`config.mk`:
```
export PLATFORM = sky130hd
export DESIGN_NAME = projectile_pool
export DESIGN_NICKNAME = d
export VERILOG_FILES = /design/src/rtl/projectile_pool_pkg.sv /design/src/rtl/projectile_pool_slot_alloc.sv /design/src/rtl/projectile_pool.sv
export SDC_FILE = /design/constraint.sdc
export NUM_CORES = 1
export LEC_CHECK = 0
export CORE_UTILIZATION = 25
export DETAILED_ROUTE_END_ITERATION = 10
export HOLD_SLACK_MARGIN = 0.05
export PLACE_DENSITY = 0.51
export SYNTH_ARGS = -nofsm -noshare
export SYNTH_HDL_FRONTEND = slang
export SYNTH_SLANG_ARGS = --single-unit
```
`constraint.sdc`:
```
create_clock -name clk -period 3.18 [get_ports clk]
set_clock_uncertainty 0.2 [all_clocks]
set_input_delay 0.795 -clock clk [delete_from_list [all_inputs] [get_ports clk]]
set_output_delay 0.795 -clock clk [all_outputs]
set_load 0.02 [all_outputs]
```
`src/rtl/projectile_pool_pkg.sv`:
```
// Shared screen constants, slot state encodings and a population-count helper
// for the projectile pool.
package projectile_pool_pkg;

  // Visible screen size and default on-screen vertical bounds.
  localparam int SCREEN_W  = 640;
  localparam int SCREEN_H  = 480;
  localparam int DEF_Y_MIN = 0;
  localparam int DEF_Y_MAX = SCREEN_H - 1;

  // Per-slot state: the state bit doubles as the slot's active flag.
  localparam logic [0:0] ST_IDLE   = 1'b0;
  localparam logic [0:0] ST_FLYING = 1'b1;

  // Number of set bits in a mask of up to 16 slots.
  function automatic logic [4:0] count_ones(input logic [15:0] v);
    logic [4:0] n;
    n = '0;
    for (int i = 0; i < 16; i++) n = n + 5'(v[i]);
    return n;
  endfunction

endpackage

```
`src/rtl/projectile_pool_slot_alloc.sv`:
```
// Lowest-set-bit finder over the free-slot mask: returns the index of the
// lowest free slot and whether any slot is free at all.
module slot_alloc #(
  parameter int N     = 4,
  parameter int IDX_W = (N > 1) ? $clog2(N) : 1
) (
  input  logic [N-1:0]     free,
  output logic [IDX_W-1:0] idx,
  output logic             valid
);

  // Scan from the top down so the last hit written is the lowest index.
  always_comb begin
    // NOTE: every output gets a default first so no path leaves it unassigned (no latch).
    idx   = '0;
    valid = 1'b0;
    for (int i = N - 1; i >= 0; i--) begin
      if (free[i]) begin
        idx   = IDX_W'(i);
        valid = 1'b1;
      end
    end
  end

endmodule

```
`src/rtl/projectile_pool.sv`:
```
// N-slot projectile manager: allocates shots on fire requests, steps every
// live shot once per video frame, retires shots on hit or off-screen exit.
module projectile_pool
  import projectile_pool_pkg::*;
#(
  parameter int SLOTS    = 4,
  parameter int X_W      = 10,
  parameter int Y_W      = 10,
  parameter int SPEED    = 4,
  parameter int DIR_UP   = 1,
  parameter int Y_MIN    = DEF_Y_MIN,
  parameter int Y_MAX    = DEF_Y_MAX,
  parameter int COOLDOWN = 8
) (
  input  logic                         clk,
  input  logic                         rst,
  input  logic                         clear,
  input  logic                         frame,
  input  logic                         fire,
  input  logic [X_W-1:0]               fire_x,
  input  logic [Y_W-1:0]               fire_y,
  input  logic [SLOTS-1:0]             hit,
  output logic [SLOTS-1:0]             active,
  output logic [SLOTS*X_W-1:0]         proj_x,
  output logic [SLOTS*Y_W-1:0]         proj_y,
  output logic                         fire_ack,
  output logic                         fire_drop,
  output logic [$clog2(SLOTS+1)-1:0]   live_cnt
);

  localparam int IDX_W = (SLOTS > 1) ? $clog2(SLOTS) : 1;
  localparam int CNT_W = $clog2(SLOTS + 1);
  localparam int CD_W  = (COOLDOWN > 0) ? $clog2(COOLDOWN + 1) : 1;

  logic [SLOTS-1:0] state;
  logic [IDX_W-1:0] free_idx;
  logic             free_valid;
  logic [CD_W-1:0]  cooldown;
  logic             accept;

  // Allocation only ever looks at registered state, so a slot freed by a hit
  // this cycle is not visible as free until the next one.
  slot_alloc #(
    .N     (SLOTS),
    .IDX_W (IDX_W)
  ) u_alloc (
    .free  (~state),
    .idx   (free_idx),
    .valid (free_valid)
  );

  assign accept   = fire && (cooldown == '0) && free_valid;
  assign active   = state;
  assign live_cnt = CNT_W'(count_ones(16'(state)));

  // Per-slot state and coordinate registers.
  for (genvar i = 0; i < SLOTS; i++) begin : g_slot
    logic [0:0]     slot_state;
    logic [X_W-1:0] x_r;
    logic [Y_W-1:0] y_r;
    logic [Y_W:0]   y_next;
    logic           below;
    logic           off_screen;
    logic           load;

    // One extra bit catches underflow (up) and overflow (down) of the step.
    if (DIR_UP != 0) begin : g_up
      assign y_next = {1'b0, y_r} - (Y_W + 1)'(SPEED);
    end else begin : g_down
      assign y_next = {1'b0, y_r} + (Y_W + 1)'(SPEED);
    end

    // A zero top bound can only be crossed by wrapping, which the extra bit covers.
    if (Y_MIN > 0) begin : g_min
      assign below = y_next < (Y_W + 1)'(Y_MIN);
    end else begin : g_no_min
      assign below = 1'b0;
    end

    assign off_screen = ((DIR_UP != 0) && y_next[Y_W]) || below ||
                        (y_next > (Y_W + 1)'(Y_MAX));
    assign load       = accept && (free_idx == IDX_W'(i));

    // Load on allocation; otherwise hit beats frame step; coordinates hold when idle.
    always_ff @(posedge clk or posedge rst) begin
      // NOTE: sequential state uses non-blocking assignments so every register samples pre-edge values.
      if (rst) begin
        slot_state <= ST_IDLE;
        x_r        <= '0;
        y_r        <= '0;
      end else if (clear) begin
        slot_state <= ST_IDLE;
        x_r        <= '0;
        y_r        <= '0;
      end else if (load) begin
        slot_state <= ST_FLYING;
        x_r        <= fire_x;
        y_r        <= fire_y;
      end else if (slot_state == ST_FLYING) begin
        if (hit[i]) begin
          slot_state <= ST_IDLE;
        end else if (frame) begin
          if (off_screen) slot_state <= ST_IDLE;
          else            y_r        <= y_next[Y_W-1:0];
        end
      end
    end

    assign state[i]               = (slot_state == ST_FLYING);
    assign proj_x[i*X_W +: X_W]   = x_r;
    assign proj_y[i*Y_W +: Y_W]   = y_r;
  end

  // Fire cooldown: reloads on an accepted shot, counts frames down to zero.
  always_ff @(posedge clk or posedge rst) begin
    if (rst) begin
      cooldown <= '0;
    end else if (clear) begin
      cooldown <= '0;
    end else if (accept) begin
      cooldown <= CD_W'(COOLDOWN);
    end else if (frame && (cooldown != '0)) begin
      cooldown <= cooldown - 1'b1;
    end
  end

  // Registered one-cycle accept / refuse responses to a fire request.
  always_ff @(posedge clk or posedge rst) begin
    if (rst) begin
      fire_ack  <= 1'b0;
      fire_drop <= 1'b0;
    end else if (clear) begin
      fire_ack  <= 1'b0;
      fire_drop <= 1'b0;
    end else begin
      fire_ack  <= accept;
      fire_drop <= fire && !accept;
    end
  end

endmodule

```
; ---- Yosys cells after proc, flatten, opt, wreduce, memory -nomap -nowiden
; Index checks and enable logic that the tools add are counted.
[word_totals]
in_bits = 29
reg_bits = 90
[classes]
mux = 69
n_bitwise = 1
eq_ne = 11
n_lt_le_gt_ge = 4
n_reduce_logical = 33
add_sub_neg = 8
[ops]
columns = cell, count
row1 = 10-bit two-way mux, 32
row2 = 11-bit by 9-bit greater-than comparator with 1-bit output (second input constant), 4
row3 = 10-bit by 3-bit subtractor with 11-bit output (second input constant), 4
row4 = 1-bit two-way mux, 30
row5 = 3-bit nonzero test, 9
row6 = 3-bit by 2-bit inequality test with 1-bit output (second input constant), 8
row7 = 4-bit AND reduction, 4
row8 = 4-bit two-way mux, 3
row9 = 1-bit logical AND, 8
row10 = 2-bit two-way mux, 4
row11 = 2-bit nonzero test, 4
row12 = 2-bit equality test (second input constant), 2
row13 = 4-bit zero test, 1
row14 = 1-bit logical OR, 4
row15 = 4-bit NOT, 1
row16 = 4-bit nonzero test, 1
row17 = 4-bit by 1-bit subtractor with 4-bit output (second input constant), 1
row18 = 2-bit by 1-bit adder with 3-bit output, 1
row19 = 3-bit by 1-bit adder with 3-bit output, 1
row20 = 1-bit by 1-bit adder with 2-bit output, 1
row21 = 2-bit by 1-bit equality test with 1-bit output (second input constant), 1
row22 = 2-bit zero test, 1
row23 = 1-bit zero test, 1

; ---- Longest topological paths before layout
[depth]
depth_word = 9
ltp_mapped = 9
ltp_nobuf = 8

; ---- Modules after synthesis
; A second synthesis with hierarchy kept.
[hier_totals]
cells_unflattened = 579
hier_area_um2 = 5007.3
[by_module_without_submodules]
columns = mod, cells_per_inst, area_per_inst_um2, n_inst
row1 = projectile_pool, 572, 4972.3, 1
row2 = slot_alloc, 7, 35.0, 1

; ---- Least setup slack after synthesis
; OpenSTA, ideal clock, no wires.
[synth_timing]
path_type = reg2reg
start = reg g_slot[3].y_r[7]
end = reg g_slot[3].y_r[3]
synth_period_minus_slack_ns = 2.847
setup_ns = 0.087
stages_incl_launch_ff = 8
slack_ns = 0.333
arrival_ns = 2.560
cell_sequence = dfrtp_1 or4_4 o31a_1 or3_4 a31oi_4 buf_6 mux2_1 a211oi_2
[synth_between]
elab_chain_cells = 5
[synth_lines]
columns = element, line
row1 = from (decl), projectile_pool.sv:60  ; logic [Y_W-1:0] y_r;
row2 = from (signal assigned), projectile_pool.sv:98  ; y_r <= fire_y;
row3 = from (signal assigned), projectile_pool.sv:104  ; else y_r <= y_next[Y_W-1:0];
row4 = 10-bit by 3-bit subtractor with 11-bit output *, projectile_pool.sv:68  ; assign y_next = {1'b0, y_r} - (Y_W + 1)'(SPEED);
row5 = 11-bit by 9-bit greater-than comparator with 1-bit output, projectile_pool.sv:81  ; (y_next > (Y_W + 1)'(Y_MAX));
row6 = 1-bit logical OR *, projectile_pool.sv:80  ; assign off_screen = ((DIR_UP != 0) && y_next[Y_W]) || below ||
row7 = 3-bit by 2-bit inequality test with 1-bit output (no source line) *, -
row8 = 4-bit AND reduction (no source line) *, -
; Mark *: on every way between the ends. The rest lies on a longest branch, timed or not.
; A chain may end at the register's enable or synchronous reset.

; ---- Final worst setup path
[layout_timing]
start = reg g_slot[0].slot_state
end = out live_cnt[1]
[layout_between]
elab_chain_cells = 3
[layout_lines]
columns = element, line
row1 = from (decl), projectile_pool.sv:58  ; logic [0:0] slot_state;
row2 = from (signal assigned), projectile_pool.sv:88  ; slot_state <= ST_IDLE;
row3 = from (signal assigned), projectile_pool.sv:92  ; slot_state <= ST_IDLE;
row4 = from (signal assigned), projectile_pool.sv:96  ; slot_state <= ST_FLYING;
row5 = 1-bit by 1-bit adder with 2-bit output, projectile_pool_pkg.sv:19  ; for (int i = 0; i < 16; i++) n = n + 5'(v[i]);
row6 = 2-bit by 1-bit adder with 3-bit output, projectile_pool_pkg.sv:19
row7 = 3-bit by 1-bit adder with 3-bit output, projectile_pool_pkg.sv:19
row8 = to (decl), projectile_pool.sv:28  ; output logic [$clog2(SLOTS+1)-1:0] live_cnt
; Every way passes these cells.

==> impl_results.md <==
* Status: finished clean
* Routed via count at 4620
* Path type of the worst setup path: register to output port
* CTS H-tree depth at 3
* CTS Buf Count at 9
* Pin count of the biggest net entering global routing at 91
* CP cell instances: inv_1 > fa_1 > inv_1 > ha_1 > ha_1 > clkdlybuf4s15_1
* Post-synth cell types at 59
* Final setup fails at 0
* I/O pins at 118
* Sequential fraction of the synthesis area at 0.455
* Synth top area cells: dfrtp_1 45%, nand2_1 8.3%, a21oi_1 6.5%, xor2_1 3.0%, nor2_1 2.9%
* Predominant post-synthesis flop cell: dfrtp_1
* Core area at 19500 µm²
* PwrDens at around 670 nW/µm²
* First-pass GRT wire length at 26800 µm
* Fin. Hold Viols at 0
* Vias in the first global route at 4820
* Layout Nets at between 700 and 800
* Detailed placement HPWL at approximately 12000 µm
* Initial antenna violation count at 0
* Cells after synthesis at 557
* Launch point of the worst reg-to-reg path: g_slot[2].y_r[3]$_DFFE_PP0P_
* Max stage delay on crit path at 0.54 ns
* Post-Syn Nets at 598
* Non-Filler Instances at around 950
* Max cap viols at 0
* Worst setup path end: live_cnt[1]
* Die ar. at slightly above 20000 µm²
* WP buf/inv at 3
* Reg-to-reg endpoint: g_slot[2].y_r[7]$_DFFE_PP0P_
* Final worst slack at 0.110 ns
* P_leak at about 2.8 nW
* RSZ-0062 raised after global routing: no
* GRT overflow at 0
* Yosys warns at 0
* WL/cell at 17.7 µm
* VDD IR max at 0.362 mV
* EDFF count, synth at 0
* Fraction of registers with async set/reset at 1.00
* Critical Path Start Type: register
* Antenna Nets Post-Route at 0
* Post-synthesis cell area at 4950 µm²
* CP max stage cell: fa_1
* GP Congestion at roughly 0.85
* Area growth from synthesis to layout at 38.1%
* Sequential cell area at 2250 µm²
* Seq cells post-synth at 90
* Initial DRC Count at 258
* Post-route cell area at 6840 µm²
* Clock Tree Root: clkbuf_16
* CTS tree: built
* Worst Setup SP: g_slot[0].slot_state$_DFF_PP0_
* Min cycle time layout at 3.07 ns
* Worst reg-to-reg path cell count at 8
* Final period utilization at 0.965
* Worst skew pair latency at 0.35 ns
* Avg Cell Area, Syn at 8.89 µm²
* Fmax achieved at 0.326 GHz
* Reg2reg setup slack at 0.34 ns
* Total GRT Usage at 0.175
* Area share of the largest cell type after synthesis at 0.455
* Hold Path Class: register to register
* CP top delay family: adder cells
* Placed Cells at 933
* Clock buffer depth at 2
* Setup Slack @ Placement at -0.00507 ns
* Max_slew headroom at 0.552
* Yosys top cell by area: dfrtp_1
* Initial Util at 0.255
* CP arrival at 2.07 ns
* Row cnt at slightly above 50
* Ant diodes at 0
* Pins over their slew limit at 0
* CP required at 2.18 ns
* Vias/cell at 4.87
* Crit path capture type: output port
* CTS clock-pin slew for the worst setup and hold paths at approximately 0.07 ns
* Clk sinks at 90
* Share of post-route cells with drive strength above 1 at 0.0893
* Area of the multi-input gates at 2470 µm²
* DRT Pass-1 Iters at 6
* Die Wd at between 100 and 150 µm
* Worst Max-Slew Pin Slew at 0.655 ns
* Worst-path maximum fanout at 2
* Most common cell after layout, fill and taps aside: clkdlybuf4s50_1
* Die H at 143 µm
* DRT Wirelength at 16800 µm
* Commonest non-fill, non-tap cells in the layout: 113 x clkdlybuf4s50_1, 110 x nand2_1, 90 x dfrtp_1
* FILL cells at 1991
* Post-CTS setup buffers at 0
* Dpl cell area at between 6000 and 7000 µm²
* Cell count along the critical path at 6
* Buffers on Ports at around 120
* Remaining DRCs at 0
metrics by stage:
stage / util / setup TNS, ns / power (mW) / hold WS (ns)
5_1_grt: 0.352 / 0 / 4.90 / 0.343
4_1_cts: 0.352 / 0 / 4.64 / 0.334
6_report: 0.352 / 0 / 4.61 / 0.330
2_1_floorplan: - / 0 / 2.79 / 0.304
3_3_place_gp: 0.337 / 0 / 3.49 / 0.311
3_5_place_dp: 0.337 / -0.00507 / 3.53 / 0.319
worst min-delay path, cell delays in order (launching register included):
cell	delay (ns)
dfrtp_1	0.38
nand2_1	0.06
a21oi_1	0.06
power by group:
part	switching [mW]	internal (mW)
Clock	0.483	0.608
Combinational	1.16	0.855
Sequential	0.198	1.30
what timing repair did:
action	4_1_cts	5_1_grt
gates resized for setup	3	1
endpoints found under the setup margin	3	1
hold buffers	0	0
flip-flops by register name, summed over array words and instances, names as in the netlist:
name and flops:
g_slot.x_r 40, fire_ack 1, cooldown 4, fire_drop 1, g_slot.slot_state 4, g_slot.y_r 40
routing by layer:
metal  GRT usage  part of all wire
met1       0.216              0.44
met2       0.281              0.46
met3      0.0667             0.083
met4      0.0538             0.017
met5           0                 0
worst min-delay path by stage:
stage	start	endpoint	slack, ns	depth (start not counted)
finish	g_slot[3].x_r[9]$_DFFE_PP0N_	g_slot[3].x_r[9]$_DFFE_PP0N_	0.33	2
global route	g_slot[2].x_r[4]$_DFFE_PP0N_	g_slot[2].x_r[4]$_DFFE_PP0N_	0.34	2
CTS	g_slot[0].x_r[4]$_DFFE_PP0N_	g_slot[0].x_r[4]$_DFFE_PP0N_	0.33	2
detailed placement	g_slot[1].x_r[3]$_DFFE_PP0N_	g_slot[1].x_r[3]$_DFFE_PP0N_	0.32	2
global placement	g_slot[3].x_r[7]$_DFFE_PP0N_	g_slot[3].x_r[7]$_DFFE_PP0N_	0.31	2
floorplan	cooldown[1]$_DFFE_PP0P_	cooldown[1]$_DFFE_PP0P_	0.30	2
cell usage after synthesis (3+ instances only):
| library cell | instances |
|---|---|
| clkbuf_1 | 25 |
| buf_4 | 4 |
| dfrtp_1 | 90 |
| or3_1 | 8 |
| a31oi_1 | 3 |
| nor3b_1 | 4 |
| o211ai_1 | 9 |
| a21oi_1 | 64 |
| nor4_1 | 12 |
| nor2_1 | 38 |
| nand3b_1 | 3 |
| ha_1 | 11 |
| o22ai_1 | 8 |
| nor4b_1 | 4 |
| nor3_1 | 20 |
| and4_1 | 3 |
| mux2i_1 | 4 |
| and3_1 | 9 |
| o21ai_0 | 3 |
| inv_1 | 23 |
| a211oi_1 | 18 |
| nand2_1 | 110 |
| nand3_1 | 6 |
| xnor2_1 | 14 |
| xor2_1 | 17 |
| a211oi_2 | 3 |
cell type report:
class,instances,share of cell area
Inverter,23,0.0132
Clock inverter,6,0.00987
Timing Repair Buffer,144,0.205
Multi-Input combinational cell,411,0.361
Sequential cell,90,0.329
Clock buffer,9,0.0329
Tap cell,265,0.0485
logic make-up after synthesis:
kind of cell,share of synthesized area
XOR/XNOR,0.0548
AO/OA/AOI/OAI,0.174
adder cells (fa/ha/maj),0.0318
AND/OR/NAND/NOR,0.227
multiplexers,0.0104
buffers and inverters,0.0472
flip-flops,0.455
Power figures use the tool's default switching activity.
==> RTL edit 1: new RTL, config.mk and constraints unchanged <==
`SLOTS`: 4 -> 8.
--- a/src/rtl/projectile_pool.sv
+++ b/src/rtl/projectile_pool.sv
@@ -3,7 +3,7 @@
 module projectile_pool
   import projectile_pool_pkg::*;
 #(
-  parameter int SLOTS    = 4,
+  parameter int SLOTS    = 8,
   parameter int X_W      = 10,
   parameter int Y_W      = 10,
   parameter int SPEED    = 4,
Ports: changed (5 resized); port bits go from 118 to 207. The function was not compared with the original's and may differ.
==> RTL edit 1 against the original RTL <==
- the flow now finishes with violations (negative setup slack)
- worst setup slack got worse by 1.2 ns
- final cell count is 91% higher
- via count is 95% higher
- count of clock-buffer cells in the layout grew 8
- routed wire length increased by 120%
- die area is 92% higher
- sequential cell count increased by 84
- design area grew 92%
- power is 47% higher
- maximum frequency decreased by 28%
- area after synthesis is 94% higher
- critical endpoint is now live_cnt[2]
==> RTL edit 1: results <==
group,metric,value,unit
run_status,status,"complete, but fails checks",
run_status,violations,"negative setup slack",
yosys,ys_types,82,
layout,reg_top3,"g_slot.x_r x80, g_slot.y_r x80, g_slot.slot_state x8",
yosys,synth-seq-cells,174,
layout,non_clock_inverter_count,47,
cts,cts_setup_buffers,1,
place,portBuffers,206,
layout,multi_input_gates,763,
yosys,syn_nets,1126,
place,place_hpwl,26140,um
sta,hold_slack,0.3119,ns
yosys,synth_area_leaders,"dfrtp_1, nand2_1, a21oi_1, ha_1, a22o_1",
min_path,worstHoldStart,"g_slot[5].x_r[8]",
pwr,peakVddDrop,343.6,uV
global_routing,use_met3,5.331,%
critical_path,r2r_setup_slack,0.29,ns
layout,clock_area_share,4.341,%
cts,cts.repair.resized,32,
layout,buffers_excl_clock,287,
global_routing,grtUsageMet2,30.73,%
yosys,synth_common_cells,"nand2_1, dfrtp_1, a21oi_1",
routing,vias,9020,
global_routing,track_usage,19.12,%
routing,wl_met1,16790,um
layout,multi_input_area_share,35.48,%
global_routing,use_met1,25.23,%
sta,setup_violations,4,
routing,wire_per_inst,20.23,um
min_path,hold_depth,1,
yosys,synth.avg_cell_area,8.958,sq um
critical_path,r2r_end,"g_slot[7].y_r[3]",
layout,nets,1346,
sta,slew_headroom,49.74,%
routing,drt_pass1_iterations,7,
yosys,seq_area_frac_synth,45.42,%
global_routing,grt_max_degree,90,
layout,stdcell_count,1814,
global_routing,antenna_found_initial,1,
place,globalplace.congestion,0.8508,
pwr,power.leakage,5.378,nW
sta,setup_slack,-1.109,ns
critical_path,worstReg2RegStart,"g_slot[7].y_r[3]",
==> RTL edit 1: cell types whose count changed after synthesis, moves of 10 or more <==
cell      delta
inv_1       +24
nor2_1      +19
or3_1       +10
a22o_1      +26
clkbuf_1    +27
nand3_1     +20
nor3_1      +18
buf_4       +12
dfrtp_1     +84
a21oi_1     +51
nand2_1     +74
==> RTL edit 1: kinds of logic (layout without fill, tap and decap cells) <==
family                     count (synthesis)  after routing  synth area share (%)
xor gates and xnor gates                  39             39                 3.564
adders and majority gates                 23             23                 3.316
and+or+nand+nor                          406            406                 20.25
AOI/OAI and AO/OA                        291            291                 20.56
DFF                                      174            174                 45.42
muxes                                      4              4                0.4177
buffers and inverters                    133            366                 6.475
==> RTL edit 1: power breakdown <==
group	total, mW	switching [mW]	internal [mW]
Sequential	2.57	0.193	2.38
Clock	2.11	1.06	1.05
Combinational	2.07	1.24	0.831
==> RTL edit 2: new RTL, same flow settings <==
Without the edit above. Make the reset (`rst`) synchronous in 3 clocked blocks.
--- a/src/rtl/projectile_pool.sv
+++ b/src/rtl/projectile_pool.sv
@@ -82,7 +82,7 @@
     assign load       = accept && (free_idx == IDX_W'(i));
 
     // Load on allocation; otherwise hit beats frame step; coordinates hold when idle.
-    always_ff @(posedge clk or posedge rst) begin
+    always_ff @(posedge clk) begin
       // NOTE: sequential state uses non-blocking assignments so every register samples pre-edge values.
       if (rst) begin
         slot_state <= ST_IDLE;
@@ -112,7 +112,7 @@
   end
 
   // Fire cooldown: reloads on an accepted shot, counts frames down to zero.
-  always_ff @(posedge clk or posedge rst) begin
+  always_ff @(posedge clk) begin
     if (rst) begin
       cooldown <= '0;
     end else if (clear) begin
@@ -125,7 +125,7 @@
   end
 
   // Registered one-cycle accept / refuse responses to a fire request.
-  always_ff @(posedge clk or posedge rst) begin
+  always_ff @(posedge clk) begin
     if (rst) begin
       fire_ack  <= 1'b0;
       fire_drop <= 1'b0;
Behaviour: differs if rst is asserted again (counterexample within 4 cycles, from zero or initial values and one cycle with rst high); with rst held inactive, the same outputs for 4 cycles.
==> RTL edit 2 against the original RTL <==
- via count down 7.0%
- worst setup slack better by 0.0097 ns
- design area fell by 9.1%
- routed wire length decreased by 11%
- maximum frequency rose by 0.32%
- area after synthesis decreased by 12%
- core utilization increased by 1.1 points
- sequential cell count unchanged
- die area fell by 11%
- first-iteration DRC count decreased by 24%
- critical endpoint unchanged
Power is not compared: it rests on default switching activity, and its combinational part moved more than twofold at a synthesized area within 25%.
==> RTL edit 2: results <==
group,metric,value,unit
routing,drt_iter0_drc,197,
global_routing,track_usage,16.97,%
yosys,synth_top_area_share,41.17,%
critical_path,critPathMaxFanout,2,
cts,root_buffer,"clkbuf_16",
routing,drt_pass1_iterations,5,
yosys,synth_area_leaders,"dfxtp_1, nand2_1, a21oi_1, ha_1, xnor2_1",
pwr,p_clk_share,46.4,%
global_routing,grt_pass1_wl,23310,um
yosys,ys_types,53,
pwr,comb_power,0.284,mW
place,place_hpwl,10820,um
yosys,ys.flop_type,"dfxtp_1",
layout,nets,699,
routing,wire_per_inst,16.85,um
place,globalplace.congestion,0.8944,
layout,fill_cells,1778,
yosys,synthXorXnorAreaFrac,4.803,%
pwr,power.leakage,2.133,nW
cts,path_clk_slew,0.07,ns
yosys,muxShareOfSynthArea,1.658,%
layout,reg_top3,"g_slot.x_r x40, g_slot.y_r x40",
yosys,synth_compound_area_share,19.55,%
routing,vias,4297,
critical_path,slowest_delay,0.53,ns
yosys,synth_common_cells,"nand2_1, dfxtp_1, a21oi_1",
min_path,hold_depth,2,
layout,drive_above_1_share,8.610,%
sta,setup_violations,0,
global_routing,grt_pass1_vias,4215,
yosys,syn_nets,586,
yosys,seq_area_frac_synth,41.17,%
yosys,synth_adder_area_share,3.888,%
critical_path,slowest_stage,"fa_1",
yosys,synth-async-reset-ratio,0,%
run_status,status,"completed",
global_routing,grt_max_degree,61,
sta,slew_headroom,53.40,%
## RTL edit 2: final cells by class
| class | count | area [sq um] | area share [%] |
|---|---|---|---|
| repair buffers | 138 | 1350 | 21.70 |
| multi-input cells | 402 | 2380 | 38.25 |
| well taps | 225 | 281.5 | 4.524 |
| inverters | 16 | 60.06 | 0.9652 |
| clock inverters | 7 | 123.9 | 1.991 |
| clock buffers | 9 | 225.2 | 3.620 |
| flip-flops and latches | 90 | 1802 | 28.96 |
## RTL edit 2: critical path, delay by kind of cell (launching register included)
kind,cells,cell delay (ns)
adder cells (fa/ha/maj),3,0.97
buffers and inverters,3,0.44
flip-flops,1,0.33
## RTL edit 2: metrics by stage
step	worst slack [ns]	cells	util [%]	cell area [sq um]
detailed placement	0.1646	871	34.21	5877
global route	0.02591	887	36.23	6222
floorplan	0.4618	544	-	4377
finish	0.1200	887	36.23	6222
global placement	0.2095	871	34.21	5877
CTS	0.09892	887	36.23	6222
## RTL edit 2: path summary, 6_finish.rpt
path	from	end	slack, ns
setup reg to reg	g_slot[0].y_r[2]	g_slot[0].y_r[3]	0.36
hold / removal	g_slot[1].x_r[8]	g_slot[1].x_r[8]	0.26
setup / recovery	g_slot[0].slot_state	live_cnt[1]	0.12
hold reg to reg	g_slot[1].x_r[8]	g_slot[1].x_r[8]	0.26
## RTL edit 2: timing repair
action                     CTS  global route
setup endpoints to repair    3             0
resized for setup            3             0
hold buffers                 0             0
## RTL edit 2: routing by layer
metal	vias up	routed length, um	part of all wire [%]	GRT usage [%]
met5	-	0	0	0
met1	2021	6493	43	20.39
li1	2127	-	-	-
met3	13	1375	9.2	7.899
met2	136	6836	46	27.00
met4	0	244	1.6	4.744
